<file path="src/rtl/requant_scale_pkg.sv">
// requant_scale_pkg: shared widths, default scale/shift/zero-point and FSM state encodings
package requant_scale_pkg;
  localparam int ACC_W = 32;
  localparam int Q_W = 31;
  localparam int OUT_W = 9;
  localparam int CNT_W = $clog2(Q_W);
  localparam logic [Q_W-1:0] Q_MULT_DEF = 31'd2014687024;
  localparam int RSHIFT_DEF = 37;
  localparam int ZP_DEF = 0;
  typedef enum logic [1:0] {IDLE = 2'd0, MUL = 2'd1, RND = 2'd2, SAT = 2'd3} state_e;
endpackage

</file>
<file path="src/rtl/requant_scale_seq_mult.sv">
// requant_scale_seq_mult: serial shift-add multiplier, acc (signed) x Q_MULT (unsigned), one bit per step, LSB first
// Ports: clk, rst, load (capture a, clear product), step (one iteration), a (signed multiplicand),
//        done_bit (current step is the last), product (64-b signed)
module requant_scale_seq_mult
  import requant_scale_pkg::*;
#(
  parameter logic [Q_W-1:0] Q_MULT = Q_MULT_DEF
) (
  input  logic               clk,
  input  logic               rst,
  input  logic               load,
  input  logic               step,
  input  logic [ACC_W-1:0]   a,
  output logic               done_bit,
  output logic signed [63:0] product
);
  logic signed [63:0] mcand_q, mcand_d, prod_q, prod_d;
  logic [CNT_W-1:0] cnt_q, cnt_d;
  // the multiplicand is shifted left each step so product += multiplicand << i needs no barrel shifter
  always_comb begin
    mcand_d = load ? {{(64-ACC_W){a[ACC_W-1]}}, a} : step ? mcand_q <<< 1 : mcand_q;
    prod_d = load ? '0 : (step && Q_MULT[cnt_q]) ? prod_q + mcand_q : prod_q;
    cnt_d = load ? '0 : step ? cnt_q + 1'b1 : cnt_q;
  end
  always_ff @(posedge clk) begin
    if (rst) begin
      mcand_q <= '0;
      prod_q <= '0;
      cnt_q <= '0;
    end else begin
      mcand_q <= mcand_d;
      prod_q <= prod_d;
      cnt_q <= cnt_d;
    end
  end
  assign done_bit = cnt_q == CNT_W'(Q_W - 1);
  assign product = prod_q;
endmodule

</file>
<file path="src/rtl/requant_scale.sv">
// requant_scale: 32-b signed accumulator -> 9-b signed code: x Q_MULT, round half up, >>> RSHIFT, + ZP, saturate
// Ports: clk, rst (sync, active high), start, acc (signed), busy, num_quant (signed), quant_ok (1-cycle valid pulse)
module requant_scale
  import requant_scale_pkg::*;
#(
  parameter logic [Q_W-1:0] Q_MULT = Q_MULT_DEF,
  parameter int             RSHIFT = RSHIFT_DEF,
  parameter int             ZP     = ZP_DEF
) (
  input  logic             clk,
  input  logic             rst,
  input  logic             start,
  input  logic [ACC_W-1:0] acc,
  output logic             busy,
  output logic [OUT_W-1:0] num_quant,
  output logic             quant_ok
);
  localparam logic signed [63:0] HALF = 64'sd1 <<< (RSHIFT - 1);
  localparam logic signed [63:0] MAXV = (64'sd1 <<< (OUT_W - 1)) - 64'sd1;
  localparam logic signed [63:0] MINV = -(64'sd1 <<< (OUT_W - 1));
  state_e state_q, state_d;
  logic busy_q, busy_d, ok_q, ok_d, load, step, done_bit;
  logic [OUT_W-1:0] num_q, num_d, sat;
  logic signed [63:0] s_q, s_d, product;
  requant_scale_seq_mult #(.Q_MULT(Q_MULT)) u_mult (
    .clk(clk), .rst(rst), .load(load), .step(step), .a(acc), .done_bit(done_bit), .product(product)
  );
  always_comb begin
    state_d = state_q;
    busy_d = busy_q;
    num_d = num_q;
    s_d = s_q;
    ok_d = state_q == SAT;
    load = state_q == IDLE && start;
    step = state_q == MUL;
    sat = s_q > MAXV ? MAXV[OUT_W-1:0] : s_q < MINV ? MINV[OUT_W-1:0] : s_q[OUT_W-1:0];
    case (state_q)
      IDLE: if (start) begin
        state_d = MUL;
        busy_d = 1'b1;
      end
      MUL: if (done_bit) state_d = RND;
      RND: begin
        s_d = ((product + HALF) >>> RSHIFT) + 64'(ZP);
        state_d = SAT;
      end
      SAT: begin
        num_d = sat;
        busy_d = 1'b0;
        state_d = IDLE;
      end
      default: state_d = IDLE;
    endcase
  end
  always_ff @(posedge clk) begin
    if (rst) begin
      state_q <= IDLE;
      busy_q <= 1'b0;
      ok_q <= 1'b0;
      num_q <= '0;
      s_q <= '0;
    end else begin
      state_q <= state_d;
      busy_q <= busy_d;
      ok_q <= ok_d;
      num_q <= num_d;
      s_q <= s_d;
    end
  end
  assign busy = busy_q;
  assign num_quant = num_q;
  assign quant_ok = ok_q;
endmodule

</file>
<file path="config.mk">
export PLATFORM = sky130hd
export DESIGN_NAME = requant_scale
export DESIGN_NICKNAME = d
export VERILOG_FILES = /design/src/rtl/requant_scale_pkg.sv /design/src/rtl/requant_scale_seq_mult.sv /design/src/rtl/requant_scale.sv
export SDC_FILE = /design/constraint.sdc
export NUM_CORES = 1
export LEC_CHECK = 0
export ABC_AREA = 1
export CAP_MARGIN = 10
export CORE_MARGIN = 10
export CORE_UTILIZATION = 68
export CTS_BUF_LIST = sky130_fd_sc_hd__clkbuf_16
export CTS_CLUSTER_SIZE = 20
export DETAILED_ROUTE_END_ITERATION = 7
export MAX_ROUTING_LAYER = met4
export PLACE_DENSITY_LB_ADDON = 0.05
export SYNTH_ARGS = -nofsm -noshare
export SYNTH_HDL_FRONTEND = slang
export SYNTH_HIERARCHICAL = 1
export SYNTH_SLANG_ARGS = --single-unit
export TNS_END_PERCENT = 1
</file>
<file path="constraint.sdc">
create_clock -name clk -period 6.1 [get_ports clk]
set_clock_uncertainty 0.1 [all_clocks]
set_input_delay 1.525 -clock clk [delete_from_list [all_inputs] [get_ports clk]]
set_output_delay 1.525 -clock clk [all_outputs]
set_load 0.005 [all_outputs]
</file>
* Word-level counts from Yosys, hierarchy flattened
Memory sizes are Yosys's and may differ from the RTL's. A register that Yosys moved wholly into a read port is not among the register bits.
Cells that the tools add are included.
Widths: inputs -> output; s select.
** Storage, ports and cells
- Memory bits (read-only) :: 32
- Memories kept :: 1
- Bits in registers :: 173
- Output and inout port bits :: 11
** Memory list
- (name not given) :: words 32, width 1, rd ports 1, clocked after Yosys merged registers in 1, wr ports 0, RTL line requant_scale_seq_mult.sv:22 : prod_d = load ? '0 : (step && Q_MULT[cnt_q]) ? prod_q + mcand_q : prod_q;
** Operators by class
- Mux-type cells :: 12
- Add/sub/neg operators :: 3
- Reduce and logical (&&, ||, !) cells :: 8
- $lt $le $gt $ge :: 3
- Equal/unequal tests :: 6
** Operator list (count)
- $mux 64 :: 2
- $add 64x38->64 const B :: 1
- $add 64x64->64 :: 1
- $gt 27x9->1 const B :: 1
- $lt 27x9->1 const B :: 1
- $mux 9 :: 2
- $mux 5 :: 2
- $pmux 2 s4 :: 1
- $lt 5x6->1 const B :: 1
- $add 5x1->5 const B :: 1
- $eq 5x5->1 const B :: 1
- $eq 2x2->1 const B :: 2
- $mux 2 :: 2
- $ne 2x2->1 const B :: 2
- $reduce_and 2->1 :: 2
- $reduce_bool 2->1 :: 2
- $eq 2x1->1 const B :: 1
- $logic_and 1x1->1 :: 2
- $logic_not 2->1 :: 1
- $mux 1 :: 2
- $pmux 1 s2 :: 1
- $reduce_or 2->1 :: 1

* Longest topological paths before layout
- Depth in word-level cells :: 4
- Depth in mapped cells :: 17
- Depth with buffers taken out :: 17

* Cells and area by module
Netlist, hierarchy kept.
** Modules (own cells, without submodules)
- requant_scale_seq_mult :: cells an instance 1995, instances 1, seq. area each 2682.6 µm², area each 11279.6 µm²
- requant_scale :: cells an instance 426, instances 1, seq. area each 800.8 µm², area each 2526.2 µm²

* Worst setup path before layout
No wires, ideal clock.
- Path kind :: input port to flip-flop
- From :: input port start
- To :: register u_mult.prod_q[17] (netlist: u_mult/product[17])
- Data required time :: 5.943 ns
- Arrival time :: 2.578 ns
- Stages :: 9
- Slack :: 3.365 ns
- Buffers on the path :: 3
- Cells stage by stage :: nand2_1 > inv_1 > buf_2 > nor2_4 > buf_2 > clkbuf_1 > o21ai_0 > o21bai_1 > inv_1
** Between the ends
- Longest elaborated chain between the ends :: 2
** RTL lines
- start: declaration :: RTL line requant_scale.sv:12 : input logic start,
- $logic_and 1x1->1 :: RTL line requant_scale.sv:34 : load = state_q == IDLE && start;
- net load :: RTL line requant_scale.sv:22 : logic busy_q, busy_d, ok_q, ok_d, load, step, done_bit;
- $reduce_or 2->1 (no source line)
- end signal: assignment :: RTL line requant_scale_seq_mult.sv:32 : prod_q <= prod_d;
- end: declaration :: RTL line requant_scale_seq_mult.sv:17 : logic signed [63:0] mcand_q, mcand_d, prod_q, prod_d;
The timed path passes the listed nets, and every way through them passes these cells.
A chain may end at the register's enable or synchronous reset.

==> impl_metrics.ini <==
[timing]
rsz0062_at_grt = no
achievable-frequency_ghz = 0.252
final-max-slew-violation-count = 0
holdWs_ns = 0.367
finalSetupViolations = 0
timing_hold_violations_final = 0
fin_setup_tns_ns = 0
max_slew_margin = 0.284
worst_pin_slew_ns = 1.07
part_of_the_cycle_the_worst_path_needs = 0.650
fin_crit_ns = 3.97

[setup_path]
cpPeakStageDelay_ns = 0.87
crit_chain = clkdlybuf4s50_1 > nand2_1 > inv_1 > nor2_4 > inv_2 > nor3_2 > inv_1 > nand2_1 > o21ai_0 > o22ai_1 > nor2_1
worst-endpoint-arrival_ns = 4.20
timing.setup.critical_path_class = primary input to register
timing.critical_path.fanout_max = 40
rr_worst_depth = 9
start_kind = primary input
worstReg2RegStart = state_q[1]
worstReg2RegEnd = u_mult/product[36]
setup.worst_path.end_class = register
reg2reg_slack_ns = 2.91
cpMaxStageDelayCell = nor2_4
timing.critical_path.from = start
critPathRequiredTime_ns = 6.33

[pwr]
power_per_standard_cell_area_nw_per_um2 = 266
largest_voltage_drop_on_the_vdd_net_mv = 0.287
netSwitchingFraction = 0.395
seqPwrFrac = 0.383
leakagePower_nw = 8.36
comb_power_share = 0.333
p_int_mw = 2.42
power.net_switching_mw = 1.58
power.clock.fraction = 0.284

[job]
max_cap_viol_count = 0

[clock_tree]
holdBufCountCts = 0
postCtsSetupRepairBufs = 0
clock_sink_count = 174
tritoncts.num_buffers = 17
ctsLongestPathBuffers = 2
cts.htree.levels = 4
tritoncts = done
clk_pin_slew_ns = 0.07
master_cell_of_the_clock_root_buffer = clkbuf_16
clock_latency_ns = 0.44
ctsResizeCount = 0

[place]
numPortBuffers = 45
gp_congestion = 1.07
placement_cell_area_sq_um = 14400
place_hpwl_um = 32200

[synth]
flip_flop_cell_with_the_highest_count_after_synthesis = dfxtp_1
most_used_standard_cell_by_instance_count_after_synthesis = nand2_1
netlist_area_sq_um = 13800
yosys-top-cells-count = nand2_1, inv_1, nor2_1, dfxtp_1, o21ai_0
avgSynthCellArea_sq_um = 5.70
synth_largest_type_area_fraction = 0.252
ys_top_cells_by_area = dfxtp_1, nand2_1, inv_1
yosysUniqueCellTypes = 42
ys_seq_area_frac = 0.252
yosys_register_bits = 174
post_synth_inst_count = 2421
ys.warnings.count = 6
mappedNetlistNets = 2527
number_of_synthesized_flops_with_an_enable_pin = 0
synthArstFlopShare = 0
synth_top_area_cell = dfxtp_1

[floorplan]
initial_core_util = 0.687
design.core.area_sq_um = 20100
io_pins = 46
dieArea_sq_um = 26400
die_h_um = 162
placement_rows = 52
dieWidth_um = 162

[worst_hold_path]
worst_hold_path.num_cells = 2
worst_hold_path_type = register to register
whs_endpoint = num_quant[8]
timing.hold.worst.start = s_q[26]

[drt]
drtPass1Iterations = 8
drt-initial-drc-count = 1516
routed_wire_length_per_instance_um = 15.1
drtAntennaViolNets = 0
wl_um = 41200
drcViolationCount = 0
via_per_inst = 5.38
vias = 14600

[global_route]
global_route.overflow_total = 0
gr-usage-all-layers = 0.319
first_global_vias = 13700
grt_antenna_before_repair = 0
grt_first_pass_wirelength_um = 66800
grt_start_max_net_pins = 62

[layout]
layout.nets = 2545
layout-drive-gt1-share = 0.0555
areaGrowthSynthToFinish_pct = 8.87
antenna_cells = 0
final_core_util = 0.748
finish.instance_area_sq_um = 15000

[status]
run_status = finished clean
-- sequential cells by signal (all words and copies together), names as in the netlist, named ones only --
name,cells
u_mult/product,64
u_mult/cnt_q,5
busy,1
num_quant,9
quant_ok,1
state_q,2
s_q,27
u_mult/mcand_q,64
-- cell usage in the layout (no fill, tap or decap), drive strengths merged, types with 2 or more instances in the layout --
cell type      Yosys  routed
nor2             280     280
clkdlybuf4s50      0      44
nor3              42      42
nand2            838     838
clkinv             4      11
nand3b             2       2
o221ai             2       2
nor4               3       3
o21ai            113     113
inv              515     520
clkbuf            39      17
a21oi            108     108
bufinv             0       2
o22ai              2       2
nand3            110     110
o211ai            10      10
buf               15       9
xnor2             13      13
a221o              2       2
a22oi              2       2
o21bai            34      34
nand4             12      12
ha                70      70
dfxtp            174     174
xor2              27      27
-- power by group through the flow --
stage               clock network (mW)  registers [mW]  logic (mW)
floorplan                            0            1.48       0.992
global placement                     0            1.54        1.23
detailed placement                   0            1.54        1.30
CTS                               1.14            1.52        1.31
global route                      1.20            1.55        1.49
finish                            1.14            1.53        1.33
-- cell type report --
cell class / count / area (sq um)
Clock buffer: 17 / 425
Clock inverter: 15 / 183
Fill cell: 1748 / 5070
Inverter: 519 / 1950
Multi-Input combinational cell: 1674 / 8150
Sequential cell: 174 / 3480
Tap cell: 270 / 338
Timing Repair Buffer: 53 / 505
-- kinds of logic (layout without fill, tap and decap cells) --
group,after synthesis,after routing,share of synthesized area
compound gates,275,275,0.111
simple gates,1288,1288,0.389
xor+xnor,40,40,0.0254
flops,174,174,0.252
fa+ha+maj,71,71,0.0649
buf+inv,573,604,0.158
-- through the flow --
step	total power [mW]	cells	setup slack [ns]
floorplan	2.47	2421	3.37
global placement	2.77	2690	1.88
detailed placement	2.84	2690	1.70
CTS	3.98	2722	2.17
global route	4.23	2722	1.97
finish	4.00	2722	2.13
-- critical path, delay by kind of cell --
family,cells,cell delay (ns)
simple gates,5,1.35
compound gates,2,0.22
buf+inv,4,1.05
-- how the worst max path moves through the flow --
stage	endpoint	cells past startpoint
CTS	register	11
detailed placement	register	11
floorplan	u_mult/product[17]	9
global placement	register	11
global route	register	11
finish	register	11
-- metal layers --
| metal | vias to the layer above | wire length [um] | track usage |
|---|---|---|---|
| li1 | 7346 | - | - |
| met1 | 6597 | 17900 | 0.402 |
| met2 | 604 | 18400 | 0.507 |
| met3 | 97 | 3520 | 0.0498 |
| met4 | 0 | 1330 | 0.114 |
| met5 | - | 0 | - |
Note: power is estimated with default switching activity, not from simulation.
